==> config.mk <==
export PLATFORM = sky130hd
export DESIGN_NAME = rv32i_lsu
export DESIGN_NICKNAME = d
export VERILOG_FILES = /design/src/rtl/rv32i_lsu.sv
export SDC_FILE = /design/constraint.sdc
export NUM_CORES = 1
export LEC_CHECK = 0
export ABC_AREA = 1
export CAP_MARGIN = 20
export CELL_PAD_IN_SITES_DETAIL_PLACEMENT = 1
export CELL_PAD_IN_SITES_GLOBAL_PLACEMENT = 1
export CORE_ASPECT_RATIO = 0.75
export CORE_MARGIN = 3
export CORE_UTILIZATION = 35
export DETAILED_ROUTE_END_ITERATION = 10
export DONT_BUFFER_PORTS = 1
export GPL_TIMING_DRIVEN = 0
export PLACE_DENSITY = 0.74
export SETUP_SLACK_MARGIN = 0.02
export SLEW_MARGIN = 40
export SYNTH_ARGS = -nofsm -noshare
export SYNTH_HDL_FRONTEND = slang
export SYNTH_SLANG_ARGS = --single-unit
==> constraint.sdc <==
create_clock -name clk -period 4.28 [get_ports clk]
set_input_delay 0.428 -clock clk [delete_from_list [all_inputs] [get_ports clk]]
set_output_delay 0.428 -clock clk [all_outputs]
set_load 0.005 [all_outputs]
==> src/rtl/rv32i_lsu.sv <==
// rtl/rv32i_lsu.sv - RV32I load/store unit bridging the core to a valid/ready memory bus
//
// Converts byte/half/word loads and stores into word-aligned bus transactions
// with byte enables, returns sign/zero-extended load data, and stalls the core
// until the access completes, faults (misaligned / illegal funct3) or times out.
//
// Ports:
//   clk, reset_n        clock, synchronous active-low reset
//   req_*               core request (valid, we, funct3, addr, wdata), held while stall=1
//   stall               core must hold its request (combinational)
//   resp_valid/rdata    one-cycle completion pulse with extended load data
//   misaligned, bus_err fault flags, pulsed alongside resp_valid
//   mem_req_*/mem_*     bus request channel (valid/ready, addr, we, be, wdata)
//   mem_rsp_*           bus response channel (valid, rdata)

module rv32i_lsu #(
  parameter int unsigned TIMEOUT_CYCLES = 255
) (
  input  logic        clk,
  input  logic        reset_n,
  input  logic        req_valid,
  input  logic        req_we,
  input  logic [2:0]  req_funct3,
  input  logic [31:0] req_addr,
  input  logic [31:0] req_wdata,
  output logic        stall,
  output logic        resp_valid,
  output logic [31:0] resp_rdata,
  output logic        misaligned,
  output logic        bus_err,
  output logic        mem_req_valid,
  input  logic        mem_req_ready,
  output logic [31:0] mem_addr,
  output logic        mem_we,
  output logic [3:0]  mem_be,
  output logic [31:0] mem_wdata,
  input  logic        mem_rsp_valid,
  input  logic [31:0] mem_rsp_rdata
);

  typedef enum logic [1:0] {
    S_IDLE = 2'd0,
    S_REQ  = 2'd1,
    S_WAIT = 2'd2,
    S_DONE = 2'd3
  } state_t;

  localparam logic [16:0] TMO = 17'(TIMEOUT_CYCLES);

  state_t      state_q, state_d;
  logic [15:0] cnt_q, cnt_d;
  logic [2:0]  f3_q, f3_d;
  logic [1:0]  off_q, off_d;
  logic        mem_req_valid_q, mem_req_valid_d;
  logic [31:0] mem_addr_q, mem_addr_d;
  logic        mem_we_q, mem_we_d;
  logic [3:0]  mem_be_q, mem_be_d;
  logic [31:0] mem_wdata_q, mem_wdata_d;
  logic        resp_valid_q, resp_valid_d;
  logic [31:0] resp_rdata_q, resp_rdata_d;
  logic        misaligned_q, misaligned_d;
  logic        bus_err_q, bus_err_d;

  logic        fault;
  logic [3:0]  be_req;
  logic [31:0] wdata_rep;
  logic [16:0] cnt_inc;
  logic        expire;
  logic [31:0] lane;
  logic [31:0] load_data;

  // Request decode: fault detection, byte enables and lane-replicated store data.
  always_comb begin
    // 011/110/111 are not loads or stores; BU/HU (funct3[2]=1) are load-only.
    fault = (req_funct3 == 3'b011) || (req_funct3[2:1] == 2'b11) ||
            (req_we && req_funct3[2]) ||
            (req_funct3[1:0] == 2'b01 && req_addr[0]) ||
            (req_funct3[1:0] == 2'b10 && req_addr[1:0] != 2'b00);
    case (req_funct3[1:0])
      2'b00: begin
        be_req    = 4'b0001 << req_addr[1:0];
        wdata_rep = {4{req_wdata[7:0]}};
      end
      2'b01: begin
        be_req    = req_addr[1] ? 4'b1100 : 4'b0011;
        wdata_rep = {2{req_wdata[15:0]}};
      end
      default: begin
        be_req    = 4'b1111;
        wdata_rep = req_wdata;
      end
    endcase
  end

  // Load extraction: shift the addressed lane down to bit 0, then extend.
  always_comb begin
    lane = mem_rsp_rdata >> {off_q, 3'b000};
    case (f3_q)
      3'b000:  load_data = {{24{lane[7]}}, lane[7:0]};
      3'b001:  load_data = {{16{lane[15]}}, lane[15:0]};
      3'b100:  load_data = {24'd0, lane[7:0]};
      3'b101:  load_data = {16'd0, lane[15:0]};
      default: load_data = mem_rsp_rdata;
    endcase
  end

  // The counter value after this cycle; reaching the limit aborts the access.
  assign cnt_inc = {1'b0, cnt_q} + 17'd1;
  assign expire  = (cnt_inc == TMO);

  always_comb begin
    state_d         = state_q;
    cnt_d           = 16'd0;
    f3_d            = f3_q;
    off_d           = off_q;
    mem_req_valid_d = 1'b0;
    mem_addr_d      = mem_addr_q;
    mem_we_d        = mem_we_q;
    mem_be_d        = mem_be_q;
    mem_wdata_d     = mem_wdata_q;
    resp_valid_d    = 1'b0;
    resp_rdata_d    = 32'd0;
    misaligned_d    = 1'b0;
    bus_err_d       = 1'b0;

    case (state_q)
      S_IDLE: begin
        if (req_valid) begin
          if (fault) begin
            state_d      = S_DONE;
            resp_valid_d = 1'b1;
            misaligned_d = 1'b1;
          end else begin
            state_d         = S_REQ;
            mem_req_valid_d = 1'b1;
            f3_d            = req_funct3;
            off_d           = req_addr[1:0];
            mem_addr_d      = {req_addr[31:2], 2'b00};
            mem_we_d        = req_we;
            mem_be_d        = be_req;
            mem_wdata_d     = wdata_rep;
          end
        end
      end
      S_REQ: begin
        cnt_d = cnt_inc[15:0];
        // A ready in the final cycle still completes the handshake.
        if (mem_req_ready) begin
          state_d = S_WAIT;
        end else if (expire) begin
          state_d      = S_DONE;
          resp_valid_d = 1'b1;
          bus_err_d    = 1'b1;
        end else begin
          mem_req_valid_d = 1'b1;
        end
      end
      S_WAIT: begin
        cnt_d = cnt_inc[15:0];
        if (mem_rsp_valid) begin
          state_d      = S_DONE;
          resp_valid_d = 1'b1;
          resp_rdata_d = mem_we_q ? 32'd0 : load_data;
        end else if (expire) begin
          state_d      = S_DONE;
          resp_valid_d = 1'b1;
          bus_err_d    = 1'b1;
        end
      end
      default: begin
        // DONE lasts exactly one cycle; the held request is not re-accepted here.
        state_d = S_IDLE;
      end
    endcase
  end

  always_ff @(posedge clk) begin
    if (!reset_n) begin
      state_q         <= S_IDLE;
      cnt_q           <= 16'd0;
      f3_q            <= 3'd0;
      off_q           <= 2'd0;
      mem_req_valid_q <= 1'b0;
      mem_addr_q      <= 32'd0;
      mem_we_q        <= 1'b0;
      mem_be_q        <= 4'd0;
      mem_wdata_q     <= 32'd0;
      resp_valid_q    <= 1'b0;
      resp_rdata_q    <= 32'd0;
      misaligned_q    <= 1'b0;
      bus_err_q       <= 1'b0;
    end else begin
      state_q         <= state_d;
      cnt_q           <= cnt_d;
      f3_q            <= f3_d;
      off_q           <= off_d;
      mem_req_valid_q <= mem_req_valid_d;
      mem_addr_q      <= mem_addr_d;
      mem_we_q        <= mem_we_d;
      mem_be_q        <= mem_be_d;
      mem_wdata_q     <= mem_wdata_d;
      resp_valid_q    <= resp_valid_d;
      resp_rdata_q    <= resp_rdata_d;
      misaligned_q    <= misaligned_d;
      bus_err_q       <= bus_err_d;
    end
  end

  assign stall         = req_valid && (state_q != S_DONE);
  assign resp_valid    = resp_valid_q;
  assign resp_rdata    = resp_rdata_q;
  assign misaligned    = misaligned_q;
  assign bus_err       = bus_err_q;
  assign mem_req_valid = mem_req_valid_q;
  assign mem_addr      = mem_addr_q;
  assign mem_we        = mem_we_q;
  assign mem_be        = mem_be_q;
  assign mem_wdata     = mem_wdata_q;

endmodule
Word-level counts from Yosys, hierarchy flattened
Cells that the tools add are included.
- $add $sub $neg: 1
- equal/unequal tests: 12
- shift-type cells: 2
- muxes and demuxes: 23
- bitwise operators: 4
- reduce and logical (&&, ||, !) cells: 17
- operators with widths (operator ; count):
    case mux 32 bit (4 select lines) ; 1
    case mux 32 bit (2 select lines) ; 1
    right shift 32 x 5 -> 16 bit ; 1
    adder 16 x 1 -> 17 bit (second input constant) ; 1
    equality test 17 x 8 -> 1 bit (second input constant) ; 1
    2-to-1 mux 1 bit ; 10
    2-to-1 mux 2 bit ; 5
    case mux 4 bit (2 select lines) ; 1
    equality test 2 bit (second input constant) ; 3
    equality test 3 bit (second input constant) ; 2
    case mux 2 bit (3 select lines) ; 1
    equality test 2 x 1 -> 1 bit (second input constant) ; 2
    logical AND 1 bit ; 4
    logical NOT 2 bit ; 2
    logical OR 1 bit ; 4
    2-to-1 mux 4 bit ; 1
    != test 2 bit (second input constant) ; 2
    NOT 1 bit ; 4
    case mux 1 bit (2 select lines) ; 2
    AND reduction 2 bit ; 2
    OR reduction 4 bit ; 1
    left shift 1 x 2 -> 4 bit (first input constant) ; 1
    equality test 3 x 1 -> 1 bit (second input constant) ; 1
    equality test 3 x 2 -> 1 bit (second input constant) ; 1
    other kinds (5) ; 5
- flip-flop bits (word level): 126
- output and inout bits: 106
- logic and storage cells: 72

Longest topological paths before layout
Gate-level depths: netlist of run 1.
- word-level depth: 8
- mapped depth: 15
- depth with buffers taken out: 15

Worst setup path before layout of run 1
OpenSTA, ideal clock, no wires.
- kind: register to register
- start point: reg cnt_q[0]
- end point: reg state_q[1]
- library setup time: 0.070 ns
- arrival: 1.600 ns
- data required time: 4.210 ns
- slack: 2.609 ns
- stages on the path, launching flop included: 16
- path buffers: 0
- period minus slack after synthesis: 1.671 ns
- cells stage by stage: dfxtp_1 > ha_1 > nand2_1 > nor2_4 > nand2_1 > nand2_1 > nand2_1 > nor2_1 > nand2_1 > nor2_1 > nand3_1 > nand3_1 > nand2_1 > nand2_1 > nand2_1 > a21oi_1
- longest elaborated chain between the ends: 5
- elaborated cells on any way between the ends: 6
- classes of those cells: 1 x add/sub; 1 x eq/ne; 4 x mux
- ends and longest elaborated chain (element ; RTL line ; source):
    start, declared ; 51 ; logic [15:0] cnt_q, cnt_d;
    start signal, assigned ; 194 ; cnt_q <= cnt_d;
    adder 16 x 1 -> 17 bit (*) ; 108 ; assign cnt_inc = {1'b0, cnt_q} + 17'd1;
    equality test 17 x 8 -> 1 bit (*) ; 109 ; assign expire = (cnt_inc == TMO);
    2-to-1 mux 2 bit (*) ; -- ;
    2-to-1 mux 2 bit, on equally long branches ; -- ;
    case mux 2 bit (3 select lines) (*) ; -- ;
    end signal, assigned ; 193 ; state_q <= state_d;
    end, declared ; 50 ; state_t state_q, state_d;
Every way passes the cells marked *; elsewhere a longest branch is shown, timed or not.
A chain may end at the register's enable or synchronous reset.

Final worst setup path of run 1
- start point: reg state_q[0]
- end point: reg resp_rdata_q[1] (netlist: resp_rdata[1])
- longest elaborated chain between the ends: 3
- ends and longest elaborated chain (element ; RTL line ; source):
    equality test 2 bit ; 126 ; case (state_q)
    NOT 1 bit (no line) ; -- ;
    OR reduction 4 bit (no line) ; -- ;
    end signal, assigned ; 203 ; resp_rdata_q <= resp_rdata_d;
    end, declared ; 60 ; logic [31:0] resp_rdata_q, resp_rdata_d;
No other way between the ends.

==> results of run 1 <==
-- synth_stat cells (3+ instances only) --
| library cell | count | share of area |
|---|---|---|
| buf_4 | 6 | 0.0080 |
| o21ai_1 | 10 | 0.0089 |
| dfxtp_1 | 126 | 0.45 |
| inv_1 | 76 | 0.050 |
| buf_6 | 4 | 0.0080 |
| nor2_4 | 5 | 0.010 |
| nor3_1 | 3 | 0.0027 |
| nand2_2 | 3 | 0.0033 |
| nand2_1 | 174 | 0.12 |
| nand3_1 | 35 | 0.031 |
| o21ai_0 | 96 | 0.085 |
| inv_2 | 6 | 0.0040 |
| ha_1 | 9 | 0.020 |
| nor2_1 | 105 | 0.070 |
| buf_2 | 7 | 0.0062 |
| o31ai_1 | 7 | 0.0093 |
| a31oi_1 | 10 | 0.011 |
| xor2_1 | 3 | 0.0047 |
| a21oi_1 | 56 | 0.050 |
| clkbuf_1 | 24 | 0.016 |
| nand4_1 | 8 | 0.0089 |
| nor2_2 | 3 | 0.0033 |
-- through the flow --
stage / cells / setup slack [ns] / power (mW) / hold WS, ns
global placement: 1001 / 1.918 / 2.003 / 0.4708
floorplan: 796 / 2.609 / 1.814 / 0.4548
finish: 1032 / 2.181 / 3.465 / 0.1068
global route: 1032 / 1.918 / 3.656 / 0.09422
detailed placement: 1001 / 2.142 / 2.018 / 0.4822
CTS: 1032 / 2.154 / 3.506 / 0.08115
-- per-layer routing --
metal  wire [µm]  track usage  vias to the layer above  share of wire
met3        1966      0.08921                       19          0.099
met1        9116       0.3005                     2546           0.46
met4         249      0.06409                        0          0.013
met2        8538       0.3290                      190           0.43
li1            -            -                     2598              -
met5           0            0                        -              0
-- cells by family (layout without fill, tap and decap cells) --
family          count (synthesis)  count (layout)  synth area share
fa+ha+maj                       9               9           0.01993
xor+xnor                        4               4          0.006201
simple gates                  340             340            0.2533
buf+inv                       128             159           0.09654
compound gates                187             187            0.1769
flops                         126             126            0.4464
other cells                     1               2         0.0006637
-- worst paths after layout --
path / slack, ns / cells after the start / end
worst max register to register: 2.18 / 7 / resp_rdata[1]$_SDFF_PP0_
worst min-delay path: 0.11 / 1 / bus_err$_SDFF_PN0_
worst min register to register: 0.49 / 2 / mem_wdata[4]$_SDFFE_PN0P_
worst max-delay path: 2.18 / 7 / resp_rdata[1]$_SDFF_PP0_
-- sequential cells by signal (all words and copies together), names as in the netlist, 2 cells and up --
register    count
cnt_q          16
f3_q            3
mem_addr       30
mem_be          4
mem_wdata      32
off_q           2
resp_rdata     32
state_q         2
-- where the power goes --
| group | internal (mW) | switching (mW) |
|---|---|---|
| combinational | 0.177 | 0.397 |
| clock | 0.942 | 0.528 |
| sequential | 1.30 | 0.117 |
-- cell type report --
| type | count | area (µm²) |
|---|---|---|
| Fill cell | 1974 | 9002 |
| Multi-Input combinational cell | 542 | 2591 |
| Sequential cell | 126 | 2522 |
| Clock buffer | 21 | 460.4 |
| Inverter | 85 | 321.6 |
| Tap cell | 205 | 256.5 |
| Buffer | 43 | 224.0 |
| Clock inverter | 10 | 138.9 |
==> summary.md, run 1 <==
| Metric | Value |
|---|---|
| Status | `finished clean` |
| Post-synth EDFFs | `0` |
| Crit path from | `state_q[0]$_SDFFE_PN0P_` |
| Htree depth | `4` |
| Most frequent cells in the layout | `nand2_1 (174), dfxtp_1 (126), nor2_1 (105), o21ai_0 (96), inv_1 (76)` |
| I/O pin total | `211` |
| Vias in the first global route | `5401` |
| Worst-Margin Slew | `0.7521 ns` |
| R2r startpoint | `state_q[0]$_SDFFE_PN0P_` |
| Placed cell area | `5916 µm²` |
| Setup bufs post-CTS | `0` |
| Mapped Cells | `795` |
| Min-Delay Startpoint | `mem_rsp_valid` |
| Crit path max fanout | `10` |
| CTS tree | `built` |
| Final Hold Vio Count | `0` |
| Drt wl/cell | `19.25 µm` |
| CP max stage cell | `nor3_2` |
| Clk sink count | `126` |
| Initial antenna violation count | `1` |
| Worst VDD drop | `0.0002355 V` |
| Worst-Skew Late Latency | `0.41 ns` |
| Synthesized area per cell | `7.107 µm²` |
| Pwr per Cell Area | `531.8 nW/µm²` |
| Total core area | `about 16000 µm²` |
| Fin Setup TNS | `0 ns` |
| Vias per inst | `5.187` |
| Mapped cell area | `between 5000 and 6000 µm²` |
| Worst endpoint required time | `4.60 ns` |
| Warnings, synthesis | `0` |
| Crit end category | `flip-flop` |
| Ys async rst share | `0` |
| Die width | `152.7 µm` |
| Effective utilization at floorplan | `0.3641` |
| Die area | `17720 µm²` |
| Netlist cell types | `39` |
| Vias | `5353` |
| All-Layer GR Usage | `0.2220` |
| Remaining Overflow, GRT | `0` |
| Period utilization | `0.4904` |
| Nets | `929` |
| Fmax | `476.4 MHz` |
| Max Cap Viol | `0` |
| Root Buffer | `clkbuf_16` |
| Hold_buf cts | `0` |
| 1st-iter DRT viols | `309` |
| First-pass GRT wire length | `30740 µm` |
| Sequential share of the synthesized area | `0.4464` |
| Synthesis-to-finish area growth | `15.30%` |
| Fin util | `0.4199` |
| Final ANT Viol Nets | `0` |
| Relative slew slack | `0.4986` |
| Share of cells above drive strength 1 | `0.08706` |
| P_leak | `between 2 and 3 nW` |
| # rows | `39` |
| Cell family with most CP delay | `simple AND/OR/NAND/NOR gates` |
| Post_cts resized | `0` |
| Crit path buffers/inverters | `2` |
| ANT cells | `0` |
| Longest Clk Path Bufs | `2` |
| Crit path arrival time | `approximately 2.4 ns` |
| Yosys reg bits | `126` |
| Pre-Repair DR Iteration Count | `5` |
| Final WL | `19870 µm` |
| Detail Placement HPWL | `15090 µm` |
| PortBufs | `0` |
| Fin area | `6515 µm²` |
| Clock Skew | `0.006807 ns` |
| Hold Path Class | `in -> reg` |
| Commonest non-fill, non-tap cell in the layout | `nand2_1` |
| Placer Congestion | `0.8881` |
| RSZ-0062 raised after global routing | `no` |
| TritonCTS Buffers | `17` |
| Critical path class | `reg -> reg` |
| Worst-path cell chain | `inv_1 -> ha_1 -> nand2_1 -> nor3_2 -> clkbuf_1 -> o21ai_0 -> a21oi_1` |
| Max Slew Vio Count | `0` |
| Clock transition at path regs | `0.06 ns` |
| Min Tclk post-route | `2.099 ns` |
| Main synth FF type | `dfxtp_1` |
| Final setup violating endpoints | `0` |
| Die Ht | `116.0 µm` |
| Largest net degree at the start of global routing | `17` |
| CP startpoint kind | `flip-flop` |
| Residual DRC | `0` |
| Crit-path max cell delay | `0.43 ns` |
No activity file was read; power rests on OpenSTA's default activity.
==> run 2, diff against run 1 <==
==> constraint.sdc (replaced) <==
create_clock -name clk -period 2.1 [get_ports clk]
set_input_delay 0.21 -clock clk [delete_from_list [all_inputs] [get_ports clk]]
set_output_delay 0.21 -clock clk [all_outputs]
set_load 0.005 [all_outputs]
==> run 2 against run 1 <==
  * Register-to-register slack got worse by 2.1 ns
  * Cell count increased by 7.6%
  * Clock power grew 100%
  * Worst hold slack lost 0.094 ns
  * Setup slack worse by 2.1 ns
  * Clock skew rose by 0.0012 ns
  * Clock-buffer cell count stayed put
  * Sequential share of layout area down 4.5 points
  * Final area is 14% higher
  * Global-route usage increased by 2.1 points
  * Sequential power increased by 110%
  * First-iteration DRC count rose by 15%
  * Critical path type is now in -> reg
==> summary.md, run 2 (synthesis gave the netlist of run 1 again) <==
| Metric | Value |
|---|---|
| Crit path max fanout | `10 (unchanged)` |
| Initial antenna violation count | `0 (-1)` |
| Most frequent cells in the layout | `nand2_1 (173), dfxtp_1 (124), nor2_1 (100), o21ai_0 (96), inv_1 (76)` |
| Critical path class | `in -> reg` |
| Clk sink count | `126 (unchanged)` |
| WL met2 | `9771 µm (+14%)` |
| Relative slew slack | `0.4807 (-0.01787)` |
| Synthesis-to-finish area growth | `30.91%` |
| PnR Total Power | `7.278 mW (+110%)` |
| Final ANT Viol Nets | `0 (unchanged)` |
| ANT cells | `0 (unchanged)` |
| Nets | `1007 (+8.4%)` |
| Fin util | `0.4767 (+0.05684)` |
| Placer Congestion | `0.8881 (unchanged)` |
| Min Tclk post-route | `1.981 ns` |
| Status | `finished clean` |
| Share of cells above drive strength 1 | `0.1017 (+0.01460)` |
| Vias in the first global route | `5950 (+10%)` |
| Worst-path cell chain | `dlygate4sd3_1 -> inv_2 -> nor2_2 -> inv_2 -> o221ai_4 -> nor2_4 -> inv_4 -> nor2_8 -> inv_2 -> buf_6 -> nand2_1 -> o21ai_1 -> a21oi_1` |
| Met1 wire length | `9721 µm (+6.6%)` |
| CP startpoint kind | `input pin` |
| Max Cap Viol | `0 (unchanged)` |
| Reg power frac | `0.401 (-0.009)` |
| Pwr per Cell Area | `983.9 nW/µm² (+85%)` |
| Vias per inst | `5.186 (about the same)` |
| Period utilization | `0.9433` |
| Detail Placement HPWL | `15090 µm (unchanged)` |
| Fin area | `7397 µm² (+14%)` |
| Residual DRC | `0 (unchanged)` |
| First-pass GRT wire length | `33760 µm (+9.8%)` |
| Most Frequent Cell on Critical Path | `inv_2` |
| PortBufs | `0 (unchanged)` |
| Final WL | `21800 µm (+9.7%)` |
| Htree depth | `4 (unchanged)` |
| R2r setup slk | `0.13 ns (-2.05 ns)` |
| Die area | `17720 µm² (unchanged)` |
| Placed cell area | `5916 µm² (unchanged)` |
| Root Buffer | `clkbuf_16` |
| Effective utilization at floorplan | `0.3641 (unchanged)` |
| Pre-Repair DR Iteration Count | `5 (unchanged)` |
| Clock transition at path regs | `0.06 ns (about the same)` |
| Worst setup margin | `0.1191 ns (-2.062 ns)` |
| Die Ht | `116.0 µm (unchanged)` |
| Clock power share | `0.412 (-0.012)` |
| Fmax | `between 500 and 600 MHz` |
| # rows | `39 (unchanged)` |
| Multi-input logic area | `2683 µm² (+3.5%)` |
| Worst endpoint required time | `2.43 ns (-2.17 ns)` |
| Metal3 WL | `1874 µm (-4.7%)` |
| Highest routed layer | `met4` |
| Clock Skew | `0.008020 ns (+0.001213 ns)` |
| Crit-path max cell delay | `0.60 ns (+0.17 ns)` |
| Crit path arrival time | `2.31 ns (-0.11 ns)` |
| Worst-Skew Late Latency | `0.42 ns (about the same)` |
| TritonCTS Buffers | `17 (unchanged)` |
| Pre-CTS worst setup slack | `-0.0008304 ns (-2.143 ns)` |
| I/O pin total | `211 (unchanged)` |
| Cell family with most CP delay | `buffers and inverters` |
| Sw frac | `0.3041 (+0.003382)` |
| Worst VDD drop | `0.0004675 V (+98%)` |
| Fillers | `1918 (-2.8%)` |
| CTS tree | `built` |
| 1st-iter DRT viols | `356 (+15%)` |
| Int Pwr | `5.065 mW (+110%)` |
| Longest Clk Path Bufs | `2 (unchanged)` |
| Remaining Overflow, GRT | `0 (unchanged)` |
| CP max stage cell | `dlygate4sd3_1` |
| Commonest non-fill, non-tap cell in the layout | `nand2_1` |
| Final setup violating endpoints | `0 (unchanged)` |
| Crit path buffers/inverters | `6 (+4)` |
| Psw | `2.213 mW (+110%)` |
| Die width | `152.7 µm (unchanged)` |
| Vias | `5757 (+7.5%)` |
| RSZ-0062 raised after global routing | `yes` |
| Hold Path Class | `in -> reg` |
| Final Hold Vio Count | `0 (unchanged)` |
| Crit end category | `flip-flop` |
| Drt wl/cell | `19.64 µm (+2.0%)` |
| Logic gate share of total power | `0.187 (+0.022)` |
| All-Layer GR Usage | `0.2430 (+0.02098)` |
| Worst-Margin Slew | `0.7789 ns (+0.02680 ns)` |
| P_leak | `3.245 nW (+12%)` |
| Largest net degree at the start of global routing | `17 (unchanged)` |
| Total core area | `15520 µm² (unchanged)` |
| Reg area | `2530 µm² (+0.30%)` |
| Max Slew Vio Count | `0 (unchanged)` |
==> run 2: cell count changes in the layout (fill, tap and decap cells not counted), moves of 3 or more <==
cell	delta
buf_4	+3
clkbuf_1	-3
dlygate4sd3_1	+75
nor2_1	-5
nor2_2	+3
==> run 2: final cells by class <==
type	count	area share
well taps	205	0.03468
inverters	85	0.04398
clock buffers	21	0.06225
repair buffers	78	0.1045
multi-input cells	542	0.3627
plain buffers	43	0.03112
flip-flops and latches	126	0.3420
clock inverters	10	0.01878
==> run 2: metal layers <==
metal  vias up  track usage
met4         0      0.07893
met1      2763       0.3193
met5         -            0
met2       216       0.3782
li1       2748            -
met3        30      0.08473
==> run 2: repair_timing <==
item                       CTS  global route
hold endpoints to repair    78             0
setup buffers                0             3
gates resized for setup      2            28
hold buffers                75             0
cloned                       0             0
setup endpoints to repair    3            38
pin swaps                    0             7
==> run 2: stage by stage <==
step | setup TNS, ns | hold WS, ns | cells
5_1_grt | -0.006693 | 0.01350 | 1110
3_5_place_dp | -0.0008304 | 0.3149 | 1001
6_report | 0 | 0.01255 | 1110
2_1_floorplan | 0 | 0.3065 | 796
3_3_place_gp | -1.794 | 0.3159 | 1001
4_1_cts | 0 | 0.0007398 | 1107
==> run 2: worst paths after layout <==
path                                      to           startpoint  depth (start not counted)
hold reg to reg          cnt_q[0]$_SDFF_PN0_  cnt_q[0]$_SDFF_PN0_                          1
hold / removal     resp_rdata[28]$_SDFF_PP0_    mem_rsp_rdata[28]                          4
setup reg to reg     state_q[1]$_SDFFE_PN0P_  cnt_q[0]$_SDFF_PN0_                         12
setup / recovery  mem_wdata[21]$_SDFFE_PN0P_        req_funct3[0]                         13
==> run 2: power by group through the flow <==
stage	logic, mW	clock network [mW]	registers (mW)
after floorplan	0.841	0	2.86
after detailed placement	1.16	0	2.95
final	1.36	3.00	2.92
after global placement	1.14	0	2.95
after global routing	1.53	3.17	2.95
after CTS	1.29	3.07	2.90
==> run 2: worst min-delay path, stage by stage <==
cell	delay, ns
nand2_1	0.03
inv_1	0.04
o21ai_0	0.07
inv_1	0.05
==> run 3, diff against run 2 <==
--- a/config.mk
+++ b/config.mk
@@ -11,11 +11,11 @@
 export CELL_PAD_IN_SITES_GLOBAL_PLACEMENT = 1
 export CORE_ASPECT_RATIO = 0.75
 export CORE_MARGIN = 3
-export CORE_UTILIZATION = 35
+export CORE_UTILIZATION = 30
 export DETAILED_ROUTE_END_ITERATION = 10
 export DONT_BUFFER_PORTS = 1
 export GPL_TIMING_DRIVEN = 0
-export PLACE_DENSITY = 0.74
+export PLACE_DENSITY_LB_ADDON = 0.1
 export SETUP_SLACK_MARGIN = 0.02
 export SLEW_MARGIN = 40
 export SYNTH_ARGS = -nofsm -noshare
==> run 3 against run 2 <==
  * Final area shrank 0.78%
  * Worst hold slack is essentially flat
  * Maximum frequency grew 2.6%
  * Core utilization shrank 7.1 points
  * Largest cell class unchanged
  * Critical endpoint is now mem_wdata[19]$_SDFFE_PN0P_
  * Register-to-register slack gained 0.05 ns
==> summary.md, run 3 (synthesis gave the netlist of run 1 again) <==
| Metric | Value |
|---|---|
| Max Slew Vio Count | `0 (unchanged)` |
| All-Layer GR Usage | `0.2021 (-0.04090)` |
| Residual DRC | `0 (unchanged)` |
| Clk sink count | `126 (unchanged)` |
| RSZ-0062 raised after global routing | `yes` |
| ANT cells | `0 (unchanged)` |
| CP startpoint kind | `input pin` |
| Pre-Repair DR Iteration Count | `4 (-1)` |
| Largest net degree at the start of global routing | `17 (unchanged)` |
| CTS tree | `built` |
| Final WL | `20850 µm (-4.3%)` |
| TritonCTS Buffers | `17 (unchanged)` |
| Crit end category | `flip-flop` |
| Critical path class | `in -> reg` |
| Clock Skew | `0.01904 ns (+0.01102 ns)` |
| Vias in the first global route | `6049 (+1.7%)` |
| PnR Total Power | `7.279 mW (about the same)` |
| Pwr per Cell Area | `991.7 nW/µm² (+0.80%)` |
| Worst VDD drop | `0.0004769 V (+2.0%)` |
| Relative slew slack | `0.5671 (+0.08642)` |
| P_leak | `3.218 nW (-0.82%)` |
| R2r startpoint | `cnt_q[1]$_SDFF_PN0_` |
| Fin util | `0.4060 (-0.07069)` |
| Min-Delay Startpoint | `mem_rsp_rdata[1]` |
| Reg power frac | `0.399 (-0.002)` |
| Htree depth | `4 (unchanged)` |
| Final Hold Vio Count | `0 (unchanged)` |
| 1st-iter DRT viols | `246 (-31%)` |
| Crit path from | `req_funct3[0]` |
| Final ANT Viol Nets | `0 (unchanged)` |
| Placer Congestion | `0.8161 (-8.1%)` |
| Fmax | `518.0 MHz (+2.6%)` |
| Worst endpoint required time | `2.45 ns (+0.02 ns)` |
| Min Hold Slack | `0.01212 ns (-0.0004294 ns)` |
| Die Ht | `124.9 µm (+7.6%)` |
| Clock power share | `0.422 (+0.010)` |
| PortBufs | `0 (unchanged)` |
| Int Pwr | `5.010 mW (-1.1%)` |
| Logic gate share of total power | `0.178 (-0.009)` |
| Crit path arrival time | `2.28 ns (-0.03 ns)` |
| Worst-Skew Late Latency | `0.42 ns (about the same)` |
| Most frequent cells in the layout | `nand2_1 (172), dfxtp_1 (124), nor2_1 (100), o21ai_0 (96), inv_1 (76)` |
| Max Cap Viol | `0 (unchanged)` |
| WHS Path Cells | `2 (-2)` |
| Hold Path Class | `in -> reg` |
| First-pass GRT wire length | `32810 µm (-2.8%)` |
| Min Tclk post-route | `1.931 ns (-0.05040 ns)` |
| Period utilization | `0.9193 (-0.02400)` |
| Psw | `2.269 mW (+2.5%)` |
| Clock transition at path regs | `0.06 ns (about the same)` |
| Commonest non-fill, non-tap cell in the layout | `nand2_1` |
| Detail Placement HPWL | `15550 µm (+3.1%)` |
| Synthesis-to-finish area growth | `29.89%` |
| Die area | `20530 µm² (+16%)` |
| Drt wl/cell | `18.29 µm (-6.9%)` |
| Total core area | `18080 µm² (+16%)` |
| Pre-CTS worst setup slack | `-0.01877 ns (-0.01794 ns)` |
| Sw frac | `0.3117 (+0.007584)` |
| Final setup violating endpoints | `0 (unchanged)` |
| Vias per inst | `4.899 (-5.5%)` |
| Reg2reg path depth | `10 (-2)` |
| Longest Clk Path Bufs | `2 (unchanged)` |
| Die width | `164.5 µm (+7.7%)` |
| Root Buffer | `clkbuf_16` |
| Remaining Overflow, GRT | `0 (unchanged)` |
| Worst-Margin Slew | `0.6493 ns (-0.1296 ns)` |
| Worst setup margin | `0.1695 ns (+0.05040 ns)` |
| Crit path max fanout | `10 (unchanged)` |
| # rows | `42 (+7.7%)` |
| Nets | `999 (-0.79%)` |
| Vias | `5585 (-3.0%)` |
| Status | `finished clean` |
| I/O pin total | `211 (unchanged)` |
| Effective utilization at floorplan | `0.3126 (-0.05157)` |
| Share of cells above drive strength 1 | `0.1024 (+0.0007924)` |
| Initial antenna violation count | `0 (unchanged)` |
-- run 3: final cells by class --
cell class / instances / area [µm²]
Buffer: 43 / 230.2
Clock buffer: 17 / 425.4
Clock inverter: 15 / 185.2
Fill cell: 2242 / 10740
Inverter: 85 / 325.3
Multi-Input combinational cell: 542 / 2635
Sequential cell: 126 / 2527
Tap cell: 242 / 302.8
Timing Repair Buffer: 70 / 708.2
-- run 3: final timing paths --
| kind | endpoint | slack, ns |
|---|---|---|
| max | mem_wdata[19]$_SDFFE_PN0P_ | 0.17 |
| min | resp_rdata[1]$_SDFF_PP0_ | 0.01 |
| max reg2reg | state_q[0]$_SDFFE_PN0P_ | 0.18 |
| min reg2reg | cnt_q[0]$_SDFF_PN0_ | 0.47 |
-- run 3: metal layers --
| metal | vias to the layer above | part of all wire | global-route usage |
|---|---|---|---|
| met5 | - | 0 | 0 |
| met4 | 0 | 0.012 | 0.05178 |
| met3 | 19 | 0.089 | 0.07846 |
| met2 | 162 | 0.46 | 0.3245 |
| met1 | 2668 | 0.44 | 0.2535 |
| li1 | 2736 | - | - |
-- run 3: per-stage QoR --
step	std cells	TNS, ns	area, µm²
final	1140	0	7340
after global routing	1140	-0.03420	7340
after CTS	1138	0	7253
after detailed placement	1038	-0.03500	5957
after global placement	1038	0	5957
after floorplan	796	0	5654
-- run 3: worst max-delay path: stages --
cell           delay, ns
dlygate4sd3_1       0.60
inv_2               0.09
nor2_2              0.04
inv_2               0.13
o221ai_2            0.19
nor2_4              0.27
inv_4               0.08
nor2_8              0.18
inv_2               0.06
buf_6               0.15
nand2_1             0.06
o21ai_1             0.06
a21oi_1             0.16
-- run 3: power groups by stage --
| stage | sequential (mW) | combinational, mW | clock [mW] |
|---|---|---|---|
| 2_1_floorplan | 2.86 | 0.841 | 0 |
| 3_3_place_gp | 2.94 | 1.12 | 0 |
| 3_5_place_dp | 2.94 | 1.17 | 0 |
| 4_1_cts | 2.90 | 1.28 | 3.15 |
| 5_1_grt | 2.94 | 1.49 | 3.26 |
| 6_report | 2.91 | 1.30 | 3.08 |
-- run 3: repair_timing --
item | CTS | global route
hold buffers | 68 | 0
setup endpoints to repair | 8 | 38
gates resized for setup | 1 | 24
pin swaps | 0 | 5
endpoints found under the hold margin | 67 | 0
setup buffers | 0 | 2
